==> config.mk <==
export PLATFORM = sky130hd
export DESIGN_NAME = pr_timer
export DESIGN_NICKNAME = d
export VERILOG_FILES = /design/src/rtl/pr_timer.sv
export SDC_FILE = /design/constraint.sdc
export NUM_CORES = 1
export LEC_CHECK = 0
export ABC_AREA = 1
export BUFFER_PORTS_ARGS = -buffer_cell sky130_fd_sc_hd__buf_2
export CAP_MARGIN = 20
export CORE_MARGIN = 5
export CORE_UTILIZATION = 59
export DETAILED_ROUTE_END_ITERATION = 8
export PLACE_DENSITY = 0.9
export SLEW_MARGIN = 5
export SYNTH_ARGS = -nofsm -noshare
export SYNTH_HDL_FRONTEND = slang
export SYNTH_SLANG_ARGS = --single-unit
export TNS_END_PERCENT = 10
==> constraint.sdc <==
create_clock -name clk -period 4.8 [get_ports clk]
set_input_delay 0.48 -clock clk [delete_from_list [all_inputs] [get_ports clk]]
set_output_delay 0.48 -clock clk [all_outputs]
set_load 0.1 [all_outputs]
==> src/rtl/pr_timer.sv <==
// Memory-mapped down-counting timer with CTRL/PRESET/COUNT registers.
// Supports one-shot mode (sets a sticky pending flag) and auto-reload mode (pulses irq).
module pr_timer (
  input  logic        clk,
  input  logic        rst_n,
  input  logic [31:0] PrAddr,
  input  logic        PrWE,
  input  logic        sel,
  input  logic [3:0]  PrBE,
  input  logic [31:0] PrWD,
  output logic [31:0] PrRD,
  output logic        irq
);

  typedef enum logic [1:0] {StIdle, StLoad, StCnt, StInt} timerState_e;

  timerState_e stateQ, stateD;
  logic        enQ, enD;
  logic [1:0]  modeQ, modeD;
  logic        imQ, imD;
  logic        pendQ, pendD;
  logic [31:0] presetQ, presetD;
  logic [31:0] countQ, countD;

  logic wrCtrl, wrPreset, autoInt;

  assign wrCtrl   = sel & PrWE & (PrAddr[3:2] == 2'd0);
  assign wrPreset = sel & PrWE & (PrAddr[3:2] == 2'd1);
  assign autoInt  = (stateQ == StInt) && (modeQ == 2'b01);

  always_comb begin
    stateD  = stateQ;
    enD     = enQ;
    modeD   = modeQ;
    imD     = imQ;
    pendD   = pendQ;
    presetD = presetQ;
    countD  = countQ;

    unique case (stateQ)
      StIdle: if (enQ) stateD = StLoad;
      StLoad: begin
        countD = presetQ;
        stateD = StCnt;
      end
      StCnt: begin
        if (!enQ) begin
          stateD = StIdle;
        end else if (countQ == 32'd0) begin
          stateD = StInt;
        end else begin
          countD = countQ - 32'd1;
        end
      end
      StInt: begin
        if (modeQ == 2'b01) begin
          stateD = StLoad;
        end else begin
          pendD  = 1'b1;
          enD    = 1'b0;
          stateD = StIdle;
        end
      end
      default: stateD = StIdle;
    endcase

    // Bus writes are applied last so they override FSM updates to EN and PEND.
    if (wrCtrl) begin
      pendD = 1'b0;
      if (PrBE[0]) {imD, modeD, enD} = PrWD[3:0];
    end
    if (wrPreset) begin
      pendD = 1'b0;
      for (int i = 0; i < 4; i++) begin
        if (PrBE[i]) presetD[8*i +: 8] = PrWD[8*i +: 8];
      end
    end
  end

  always_ff @(posedge clk or negedge rst_n) begin
    if (!rst_n) begin
      stateQ  <= StIdle;
      enQ     <= 1'b0;
      modeQ   <= 2'b00;
      imQ     <= 1'b0;
      pendQ   <= 1'b0;
      presetQ <= 32'd0;
      countQ  <= 32'd0;
    end else begin
      stateQ  <= stateD;
      enQ     <= enD;
      modeQ   <= modeD;
      imQ     <= imD;
      pendQ   <= pendD;
      presetQ <= presetD;
      countQ  <= countD;
    end
  end

  always_comb begin
    PrRD = 32'd0;
    case (PrAddr[3:2])
      2'd0:    PrRD = {27'd0, pendQ, imQ, modeQ, enQ};
      2'd1:    PrRD = presetQ;
      2'd2:    PrRD = countQ;
      default: PrRD = 32'd0;
    endcase
  end

  assign irq = imQ & (pendQ | autoInt);

  logic unusedAddr;
  assign unusedAddr = ^{PrAddr[31:4], PrAddr[1:0]};

endmodule

After elaboration in Yosys (flattened, before gate mapping)

Cells that the tools add are included.

$add $sub $neg: 1
Equal/unequal tests: 11
Mux-type cells: 17
Bitwise operators: 5
Reductions and logical operators: 14

Operators by type and width:

| operator                                                             | number |
|---|---|
| 32-bit one-hot mux with 3 select lines                               | 1 |
| 32-bit 2-to-1 mux                                                    | 2 |
| 32-bit one-hot mux with 2 select lines                               | 1 |
| 32-bit logical NOT                                                   | 1 |
| 32-bit by 1-bit subtractor with 32-bit output, second input constant | 1 |
| 2-bit AND reduction                                                  | 7 |
| 1-bit 2-to-1 mux                                                     | 9 |
| 2-bit one-hot mux with 4 select lines                                | 1 |
| 2-bit by 1-bit == test with 1-bit output, second input constant      | 3 |
| 2-bit == test, second input constant                                 | 3 |
| 2-bit 2-to-1 mux                                                     | 3 |
| 2-bit != test, second input constant                                 | 3 |
| 3-bit != test, second input constant                                 | 2 |
| 1-bit AND                                                            | 4 |
| 2-bit logical NOT                                                    | 2 |
| 3-bit AND reduction                                                  | 1 |
| 3-bit nonzero test                                                   | 1 |
| 2-bit nonzero test                                                   | 1 |
| 1-bit logical AND                                                    | 1 |
| 1-bit bitwise OR                                                     | 1 |

Flip-flop bits (word level): 71
Input port bits: 72
Output and inout port bits: 33
Word-level logic and storage cells: 58

Depth between registers and ports, before layout

Gate-level depths: netlist of run 1.

Depth in word-level cells: 5
Gate-level depth with buffers: 13
Gate-level depth less buffers: 11

Least setup slack after synthesis of run 1

No wires, ideal clock.

Path type: input to output
Start: in PrAddr[2]
End: out PrRD[17]
Data arrival time: 3.350 ns
Required time: 4.320 ns
Path slack: 0.970 ns
Cell stages on the path: 5
Buffers on the path: 3
Cell sequence: buf_4 or2_2 clkbuf_1 clkbuf_1 o21ai_0

Longest elaborated chain between the ends: 2
Elaborated cells on any way between the ends: 4
Those cells by class: eq/ne: 2; mux: 1; reduce/logical: 1

RTL lines:

| what                                       | line | text |
|---|---|---|
| start, declared                            | 6    | `input logic [31:0] PrAddr,` |
| 2-bit == test (tied with other cells)      | 102  | `case (PrAddr[3:2])` |
| 32-bit one-hot mux with 3 select lines (*) | 102  |  |
| end, declared                              | 11   | `output logic [31:0] PrRD,` |

Every way passes the cells marked *; elsewhere a longest branch is shown, timed or not.

Worst setup path in the final report of run 1

Start: in PrAddr[3]
End: out PrRD[23]

The elaborated chain is that of the path after synthesis.

==> results of run 1 <==
## state kept, by name (all words and copies together), names as in the netlist
name     flops
modeQ        2
pendQ        1
imQ          1
enQ          1
presetQ     32
stateQ       2
countQ      32
## per-layer routing
metal | wire length [microns] | GRT usage [%] | vias up
li1 | - | - | 2171
met1 | 5084 | 35.36 | 2133
met2 | 5837 | 43.47 | 233
met3 | 1146 | 4.820 | 26
met4 | 233 | 10.48 | 0
met5 | 0 | 0 | -
## cells by family after synthesis
group	synth area share [%]
AND/OR/NAND/NOR	33.54
buffers and inverters	8.420
AO/OA/AOI/OAI	11.16
flip-flops	40.12
multiplexers	5.086
XOR/XNOR	1.385
adder cells (fa/ha/maj)	0.2825
## worst register-to-register path, delay by kind of cell, from the launching register on
family | cells | cell delay, ns
AO/OA/AOI/OAI | 1 | 0.44
adder cells (fa/ha/maj) | 1 | 0.26
buffers and inverters | 2 | 0.22
flip-flops | 1 | 0.39
AND/OR/NAND/NOR | 6 | 1.29
## cells in the final DEF, fill, tap and decap left out, types with 4 or more instances in the layout
master,netlist,final
sky130_fd_sc_hd__buf_4,1,4
sky130_fd_sc_hd__nor2_1,75,75
sky130_fd_sc_hd__o221ai_1,5,5
sky130_fd_sc_hd__nand2_1,183,183
sky130_fd_sc_hd__o21ai_2,4,4
sky130_fd_sc_hd__o21ai_0,59,59
sky130_fd_sc_hd__nand3_1,77,77
sky130_fd_sc_hd__dfrtp_1,71,71
sky130_fd_sc_hd__nand2_2,5,5
sky130_fd_sc_hd__o22ai_1,8,8
sky130_fd_sc_hd__nor2_2,6,6
sky130_fd_sc_hd__inv_1,64,64
sky130_fd_sc_hd__clkbuf_8,0,10
sky130_fd_sc_hd__buf_2,4,74
sky130_fd_sc_hd__a21oi_1,10,10
sky130_fd_sc_hd__xor2_1,7,7
sky130_fd_sc_hd__mux2_2,20,20
## final cells by class
cell class / count / area [sq um]
Clock inverter: 4 / 55.05
Multi-Input combinational cell: 470 / 2278
Fill cell: 642 / 2261
Sequential cell: 71 / 1777
Inverter: 67 / 251.5
Timing Repair Buffer: 78 / 400.4
Tap cell: 99 / 123.9
Clock buffer: 12 / 145.1
## path summary, 6_finish.rpt
path	slack, ns	depth (start not counted)	end
setup / recovery	2.08	6	PrRD[23]
hold / removal	0.19	1	presetQ[6]
setup reg to reg	2.10	10	countQ[0]
hold reg to reg	0.51	2	modeQ[0]
max in group asynchronous	3.61	2	presetQ[24]
min in group clk	0.34	2	presetQ[29]
## per-stage QoR
step | power [uW] | utilization [%] | hold WS [ns] | cells | area [sq um]
final | 3079 | 68.99 | 0.1857 | 801 | 5031
after global routing | 3295 | 68.99 | 0.2749 | 801 | 5031
after CTS | 3053 | 68.99 | 0.2203 | 801 | 5031
after detailed placement | 2562 | 66.25 | 0.4866 | 785 | 4831
after global placement | 2499 | 66.25 | 0.4704 | 785 | 4831
after floorplan | 2251 | - | 0.1844 | 632 | 4428
## power by group
group / switching, uW / total [uW] / internal [uW]
logic: 1180 / 1590 / 417
clock network: 238 / 495 / 256
registers: 196 / 992 / 796
==> results.md, run 1 <==
- Run status: finished clean
- Antenna violations before repair: 0
- Number of clock sinks: 71
- Post-cts resize count: 0
- Number of buffers created by CTS: 9
- RSZ-0062 raised after global routing: false
- Crit Path Max Fanout: 32
- Total wire length: 12,300 microns
- Slew Viols, Final: 0
- Tot GR Track Use: 26.72%
- Number of distinct library cells after synthesis: 30
- Largest incremental delay on the critical path: between 0.5 and 0.6 ns
- EDFF count, synth: 0
- Number of placed I/O pins: 105
- Leak Pwr: between 0.002 and 0.003 uW
- Sum of buffers and inverters on the critical path: 4
- Number of antenna repair diodes: 0
- Port bufs: 74
- # rows: 31
- Share of synthesized flip-flops with an asynchronous set or reset: 100.0%
- Residual overflow from global routing: 0
- Cell types occupying the most area after synthesis: sky130_fd_sc_hd__dfrtp_1 40%, sky130_fd_sc_hd__nand2_1 16%, sky130_fd_sc_hd__nand3_1 8.7%
- Worst hold path class: in -> async
- Initial drt markers: 492
- Crit path capture type: output port
- Area grow syn2layout: 13.62%
- CTS tree: done
- Latest clock arrival within the worst-skew pair: 0.37 ns
- Total number of H-tree levels: 3
- Die outline width: between 90 and 100 microns
- Total power divided by cell area: 612.0 nW/um^2
- Total negative slack: 0 ns
- Sort of element at the start of the critical path: primary input
- Routed length per instance: ~15 microns
- Type of the setup path with the least slack: in -> out
- Postcts setup bufs: 0
- Total core area: approximately 7300 sq um
- Commonest cells in the synthesized netlist: 183 x sky130_fd_sc_hd__nand2_1, 77 x sky130_fd_sc_hd__nand3_1, 75 x sky130_fd_sc_hd__nor2_1
- Reg-to-Reg Start: countQ[0]
- Max transition margin: 37.94%
- Time the worst path needs with I/O delays and setup: 2.724 ns
- Fin. Hold Viols: 0
- Top achievable clock speed: between 300 and 400 MHz
- Cells after synthesis: 632
- Most repeated cell in the gate-level netlist after synthesis: sky130_fd_sc_hd__nand2_1
- Number of warning messages in the yosys log: 0
- DR DRC count: 0
- Pre-CTS setup slack: 2.021 ns
- Proportion of layout cells with a drive suffix above 1: 18.95%
- Top_reg_cell synth: sky130_fd_sc_hd__dfrtp_1
- CP most frequent cell: sky130_fd_sc_hd__buf_2
- Starting density of the core: 60.72%
- Clk_skew: 0.01351 ns
- Final #Nets: 770
- Detailed Place HPWL: roughly 8700 microns
- Height of the die: 96.63 microns
- Cell breakdown of the critical path: buf_2 -> clkinv_1 -> buf_4 -> or2_2 -> o21ai_0 -> buf_2
- Total Die Area: between 9000 and 10,000 sq um
- Clock tree root buffer cell: sky130_fd_sc_hd__clkbuf_8
- Maximum number of pins on one net before global-route repair: 49
- Seq/Total Area, Yosys: around 40%
- Crit-path slowest cell: sky130_fd_sc_hd__or2_2
- Actual transition at the worst max-transition pin: 0.9276 ns
- Number of iterations in the first detailed-routing pass: 5
- Number of global-route vias before repair: around 4.4k
- Detailed-route vias per instance: ~5.7
- Clock-pin slew on the worst setup and hold paths: 0.09 ns
- #FFs+latches synth: 71
- Least setup slack across all paths after layout: approximately 2.1 ns
- Ratio of final minimum period to clock period: between 50% and 60%
- Number of max-cap violations: 0
- Required time reported for the critical path endpoint: approximately 4.3 ns
- Cell taking the most area after synthesis: sky130_fd_sc_hd__dfrtp_1
- Count of hold buffers inserted by post-cts repair: 0
- Critical path's top delay family: buffers and inverters
- Synth Net Count: 705
- Routability-driven placement congestion ratio: 0.9072
- Fraction of synthesized cell area taken by the top area cell type: 40.12%
- Post-route antenna net violation count: 0
- Longest Clk Path Bufs: 2
- Worst EP arrival: 2.24 ns
- Setup violations, final: 0
- Critical path origin: PrAddr[3]
- Count of vias placed by the detailed router: 4,563
- Peak supply drop: 367.9 uV
- Wire length of the first global-routing pass: 20,770 microns
- Post-synthesis average cell area: roughly 7.0 sq um
- Cell area after synthesis: 4428 sq um
No activity file was read; power rests on OpenSTA's default activity.
==> run 2, diff against run 1 <==
Settings changed: CORE_UTILIZATION 59 to 49, PLACE_DENSITY 0.9 to 0.8.
Clock period 4.8 ns to 2.47 ns, I/O delays scaled along.
==> results.md, run 2 (synthesis gave the netlist of run 1 again) <==
- Run status: finished clean
- Number of global-route vias before repair: 4,291
- Commonest cells after routing, fill and taps aside: 183 x sky130_fd_sc_hd__nand2_1, 77 x sky130_fd_sc_hd__nand3_1, 75 x sky130_fd_sc_hd__nor2_1
- Area grow syn2layout: 27.18%
- Number of clock sinks: 71
- Largest registers: countQ: 32 flops, presetQ: 32 flops
- Number of iterations in the first detailed-routing pass: 8
- Number of max-cap violations: 0
- Actual transition at the worst max-transition pin: 0.7316 ns
- Crit Path Max Fanout: 35
- Total Die Area: 11,040 sq um
- Routability-driven placement congestion ratio: 0.9668
- Critical path origin: countQ[0]
- Required time reported for the critical path endpoint: 2.69 ns
- Total wire length: 12,840 microns
- Post-cts resize count: 0
- Worst hold path class: in -> reg
- Setup violations, final: 0
- Latest clock arrival within the worst-skew pair: 0.36 ns
- Share of the core filled with cells: between 60% and 70%
- Count of hold buffers inserted by post-cts repair: 1
- Worst reg-to-reg setup slack: ~0.26 ns
- Clock-pin slew on the worst setup and hold paths: 0.08 ns
- Proportion of layout cells with a drive suffix above 1: 19.77%
- Total number of H-tree levels: 3
- Worst EP arrival: 2.43 ns
- Type of the setup path with the least slack: reg -> reg
- Tot GR Track Use: 23.25%
- Fin. Hold Viols: 0
- Number of antenna repair diodes: 0
- # rows: 34
- Hold WS: 0.1153 ns
- Post-route insts no fill: 816
- Maximum number of pins on one net before global-route repair: 72
- End point of the most critical hold path: presetQ[31]
- Number of buffers created by CTS: 9
- Post-route antenna net violation count: 0
- Time the worst path needs with I/O delays and setup: 2.205 ns
- Sort of element at the start of the critical path: register
- Cell count after placement: 799
- Routed length per instance: about 16 microns
- WHS Path Cells: 2
- Final #Nets: 776
- Worst min-delay path startpoint: PrWD[31]
- Total power divided by cell area: 1164 nW/um^2
- Endpoint of the most critical register-to-register path: countQ[11]
- Count of vias placed by the detailed router: 4,553
- RSZ-0062 raised after global routing: false
- Max transition margin: 51.23%
- Longest Clk Path Bufs: 2
- Top achievable clock speed: ~450 MHz
- Detailed-route vias per instance: 5.580
- Detailed Place HPWL: 9190 microns
- Peak supply drop: 626.7 uV
- Clock tree root buffer cell: sky130_fd_sc_hd__clkbuf_8
- Reg-to-Reg Start: countQ[0]
- Initial drt markers: 478
- Port bufs: 74
- Height of the die: 105.1 microns
- Final cell area excluding filler cells: 5632 sq um
- Wire length of the first global-routing pass: around 21,000 microns
- Most frequent standard cell in the layout excluding fill and tap cells: sky130_fd_sc_hd__nand2_1
- Path depth of the worst reg2reg path: 12
- Cell Area, Placed: around 5400 sq um
- CTS tree: done
- DR DRC count: 0
- Total core area: 8763 sq um
- Crit path capture type: register
- Postcts setup bufs: 0
- Die outline width: around 110 microns
- Antenna violations before repair: 0
- Ratio of final minimum period to clock period: between 80% and 90%
- Number of placed I/O pins: 105
- Leak Pwr: around 0.0028 uW
- Residual overflow from global routing: 0
- Starting density of the core: 50.53%
- Slew Viols, Final: 0
- Clk_skew: 0.01081 ns
[run 2: changes by cell type in the layout (fill, tap and decap cells not counted)]
cell	before	now
sky130_fd_sc_hd__buf_12	0	34
sky130_fd_sc_hd__clkinvlp_4	1	0
sky130_fd_sc_hd__clkbuf_8	10	11
sky130_fd_sc_hd__o21ai_2	4	5
sky130_fd_sc_hd__buf_2	74	42
sky130_fd_sc_hd__o21ai_1	1	19
sky130_fd_sc_hd__o21ai_0	59	40
sky130_fd_sc_hd__clkbuf_1	2	1
sky130_fd_sc_hd__bufinv_16	1	2
sky130_fd_sc_hd__buf_4	4	7
sky130_fd_sc_hd__dlygate4sd3_1	0	1
[run 2: worst max-delay path, cell delays in order (launching register included)]
cell and delay (ns):
sky130_fd_sc_hd__dfrtp_1 0.38, sky130_fd_sc_hd__inv_1 0.13, sky130_fd_sc_hd__ha_1 0.26, sky130_fd_sc_hd__nand2_1 0.13, sky130_fd_sc_hd__nor2_4 0.17, sky130_fd_sc_hd__nand3_2 0.13
sky130_fd_sc_hd__clkinv_1 0.09, sky130_fd_sc_hd__nand2_2 0.07, sky130_fd_sc_hd__nand2_4 0.06, sky130_fd_sc_hd__nand2_2 0.20, sky130_fd_sc_hd__buf_12 0.25, sky130_fd_sc_hd__nand2_1 0.08
sky130_fd_sc_hd__o21ai_0 0.11
[run 2: worst max path at each step]
stage,endpoint,cells after the start
after global placement,countQ[13],12
after floorplan,PrRD[0],5
after detailed placement,countQ[14],12
final,countQ[11],12
after CTS,countQ[11],12
after global routing,countQ[11],11
[run 2: cell type report]
class / instances / area, sq um
Sequential cell: 71 / 1777
Timing Repair Buffer: 84 / 953.4
Clock buffer: 12 / 155.1
Inverter: 67 / 251.5
Clock inverter: 4 / 77.57
Tap cell: 108 / 135.1
Fill cell: 722 / 3132
Multi-Input combinational cell: 470 / 2282
[run 2: power by group]
group | switching (uW) | internal, uW | total (uW) | leakage [uW]
Clock | 475 | 629 | 1100 | 0.000117
Sequential | 401 | 1540 | 1950 | 0.000877
Combinational | 2360 | 1140 | 3510 | 0.00176
[run 2: stage by stage]
| stage | power [uW] | TNS, ns | setup WS (ns) |
|---|---|---|---|
| floorplan | 4390 | -6.112 | -0.3449 |
| global placement | 5291 | 0 | 0.4038 |
| detailed placement | 5400 | 0 | 0.3474 |
| CTS | 6518 | 0 | 0.2808 |
| global route | 6964 | 0 | 0.08176 |
| finish | 6556 | 0 | 0.2649 |
[run 2: routing by layer]
metal	routed length (microns)	global-route usage, %	up-vias
li1	-	-	2182
met1	5458	31.41	2119
met5	0	0	-
met2	6101	37.86	224
met3	1034	4.439	28
met4	243	7.123	0
==> run 3, diff against run 2 <==
Settings changed: CORE_UTILIZATION 49 to 51, CTS_BUF_LIST from default to sky130_fd_sc_hd__clkbuf_2, PLACE_DENSITY 0.8 to 0.82.
==> results.md, run 3 (synthesis gave the netlist of run 1 again) <==
- Pre-CTS setup slack: 0.3405 ns
- Slew Viols, Final: 0
- Proportion of layout cells with a drive suffix above 1: 19.05%
- Fin. Hold Viols: 0
- P_sw: approximately 3200 uW
- Post-route antenna net violation count: 0
- Switching share of power: 51.93%
- Starting density of the core: 51.53%
- Cell breakdown of the critical path: inv_1 -> ha_1 -> nand2_1 -> nor2_4 -> nand3_2 -> clkinv_1 -> nand2_2 -> nand2_4 -> nand2_2 -> buf_12 -> nand2_1 -> o21ai_0
- Number of max-cap violations: 0
- Leak Pwr: 0.002848 uW
- Post-cts resize count: 0
- Wire length of the first global-routing pass: 21,580 microns
- Share of total power in sequential cells: 31.4%
- Tot GR Track Use: between 20% and 30%
- Port bufs: 74
- End point of the most critical hold path: pendQ
- Number of global-route vias before repair: about 4.6k
- Worst EP arrival: 2.57 ns
- Longest Clk Path Bufs: 2
- Run status: finished clean
- Routability-driven placement congestion ratio: 0.9474
- Crit Path Max Fanout: 37
- Time the worst path needs with I/O delays and setup: 2.173 ns
- Number of buffers created by CTS: 9
- Commonest cells after routing, fill and taps aside: 183 x sky130_fd_sc_hd__nand2_1, 77 x sky130_fd_sc_hd__nand3_1, 75 x sky130_fd_sc_hd__nor2_1
- Worst min-delay path startpoint: PrWE
- Setup violations, final: 0
- Peak supply drop: 588.0 uV
- Number of clock sinks: 71
- Largest registers: countQ: 32 flops, presetQ: 32 flops
- RSZ-0062 raised after global routing: false
- Area grow syn2layout: 31.70%
- Detailed Place HPWL: 9316 microns
- Total number of H-tree levels: 3
- Required time reported for the critical path endpoint: 2.86 ns
- Antenna violations before repair: 1
- Type of the setup path with the least slack: reg -> reg
- Actual transition at the worst max-transition pin: 0.7681 ns
- Path depth of the worst reg2reg path: 12
- Ratio of final minimum period to clock period: ~88%
- Crit-path slowest cell: sky130_fd_sc_hd__dfrtp_1
- Endpoint of the most critical register-to-register path: countQ[0]
- Max transition margin: 48.79%
- Worst hold path class: in -> reg
- WHS Path Cells: 4
- Part of the total power dissipated in combinational logic: 58.0%
- Cell Area, Placed: roughly 5400 sq um
- Residual overflow from global routing: 0
- Final cell area excluding filler cells: roughly 5800 sq um
- Number of fill cells in the layout: 662
- Least setup slack across all paths after layout: 0.2971 ns
- DR DRC count: 0
- Pint: 2953 uW
- Detailed-route vias per instance: 5.657
- Fraction of power consumed by the clock network: 10.6%
- Largest incremental delay on the critical path: 0.41 ns
- Maximum number of pins on one net before global-route repair: 41
- Most frequent standard cell in the layout excluding fill and tap cells: sky130_fd_sc_hd__nand2_1
- Initial drt markers: 502
- Worst reg-to-reg setup slack: between 0.2 and 0.3 ns
- # rows: 34
- Height of the die: 103.2 microns
- Final #Nets: 809
- Clk_skew: between 0.03 and 0.04 ns
- Clock tree root buffer cell: sky130_fd_sc_hd__clkbuf_2
- Latest clock arrival within the worst-skew pair: 0.52 ns
- Total Die Area: 10,650 sq um
- Sort of element at the start of the critical path: register
- Reg-to-Reg Start: countQ[0]
- Crit path capture type: register
- Die outline width: 103.2 microns
- Clock-pin slew on the worst setup and hold paths: 0.21 ns
- Routed length per instance: 15.49 microns
- Count of vias placed by the detailed router: 4,803
- Total core area: 8593 sq um
- Total wire length: around 13,000 microns
- CTS tree: done
- Top achievable clock speed: 460.2 MHz
- Number of placed I/O pins: 105
- Total power divided by cell area: approximately 1100 nW/um^2
- Number of iterations in the first detailed-routing pass: 6
## run 3: cell types whose count changed in the layout (fill, tap and decap cells not counted), sizes merged
cell,delta
clkinvlp,+1
clkbuf,-1
bufinv,-1
dlygate4sd3,+32
buf,+1
diode,+1
## run 3: area by class of cell
| cell class | count | area (sq um) | share of cell area (%) |
|---|---|---|---|
| Sequential cell | 71 | 1777 | 30.47 |
| Antenna cell | 1 | 2.502 | 0.04291 |
| Tap cell | 108 | 135.1 | 2.317 |
| Clock inverter | 4 | 47.55 | 0.8153 |
| Multi-Input combinational cell | 470 | 2282 | 39.13 |
| Timing Repair Buffer | 117 | 1281 | 21.97 |
| Inverter | 67 | 251.5 | 4.312 |
| Clock buffer | 11 | 55.05 | 0.9440 |
## run 3: stage by stage
stage | hold WS [ns] | power, uW | util (%) | setup TNS, ns | cells
5_1_grt | 0.05582 | 6565 | 67.87 | 0 | 849
3_3_place_gp | 0.3563 | 5268 | 62.80 | 0 | 800
4_1_cts | 0.04869 | 6088 | 67.84 | 0 | 848
2_1_floorplan | -0.04859 | 4390 | - | -6.112 | 632
6_report | 0.07102 | 6143 | 67.87 | 0 | 849
3_5_place_dp | 0.3559 | 5393 | 62.80 | 0 | 800
## run 3: worst max-delay path, delay by kind of cell, from the launching register on
kind / cells / cell delay, ns
adders and majority gates: 1 / 0.26
and+or+nand+nor: 7 / 0.84
DFF: 1 / 0.41
buffers and inverters: 3 / 0.48
AOI/OAI and AO/OA: 1 / 0.07
## run 3: power by group through the flow
stage | registers, uW | clock network (uW) | logic [uW]
2_1_floorplan | 1820 | 0 | 2570
3_3_place_gp | 1910 | 0 | 3350
3_5_place_dp | 1930 | 0 | 3460
4_1_cts | 1910 | 657 | 3520
5_1_grt | 1990 | 709 | 3870
6_report | 1930 | 651 | 3560
## run 3: worst max path at each step
stage | startpoint | endpoint | slack [ns] | cells past startpoint
global route | countQ[0] | countQ[0] | 0.14 | 12
global placement | countQ[0] | countQ[14] | 0.42 | 12
finish | countQ[0] | countQ[0] | 0.30 | 12
detailed placement | countQ[0] | countQ[4] | 0.34 | 12
CTS | countQ[0] | countQ[4] | 0.30 | 12
floorplan | PrAddr[2] | PrRD[0] | -0.34 | 5
## run 3: what timing repair did
| action | in CTS | in global routing |
|---|---|---|
| buffers inserted | 0 | 0 |
| endpoints found under the hold margin | 66 | 0 |
| hold buffers | 33 | 0 |
| endpoints found under the setup margin | 0 | 0 |
## run 3: per-layer routing
layer | GRT usage [%] | up-vias | wire length [microns]
met5 | 0 | - | 0
met4 | 11.85 | 0 | 486
met3 | 3.085 | 57 | 1250
met2 | 42.48 | 318 | 6265
met1 | 33.58 | 2187 | 5144
li1 | - | 2241 | -
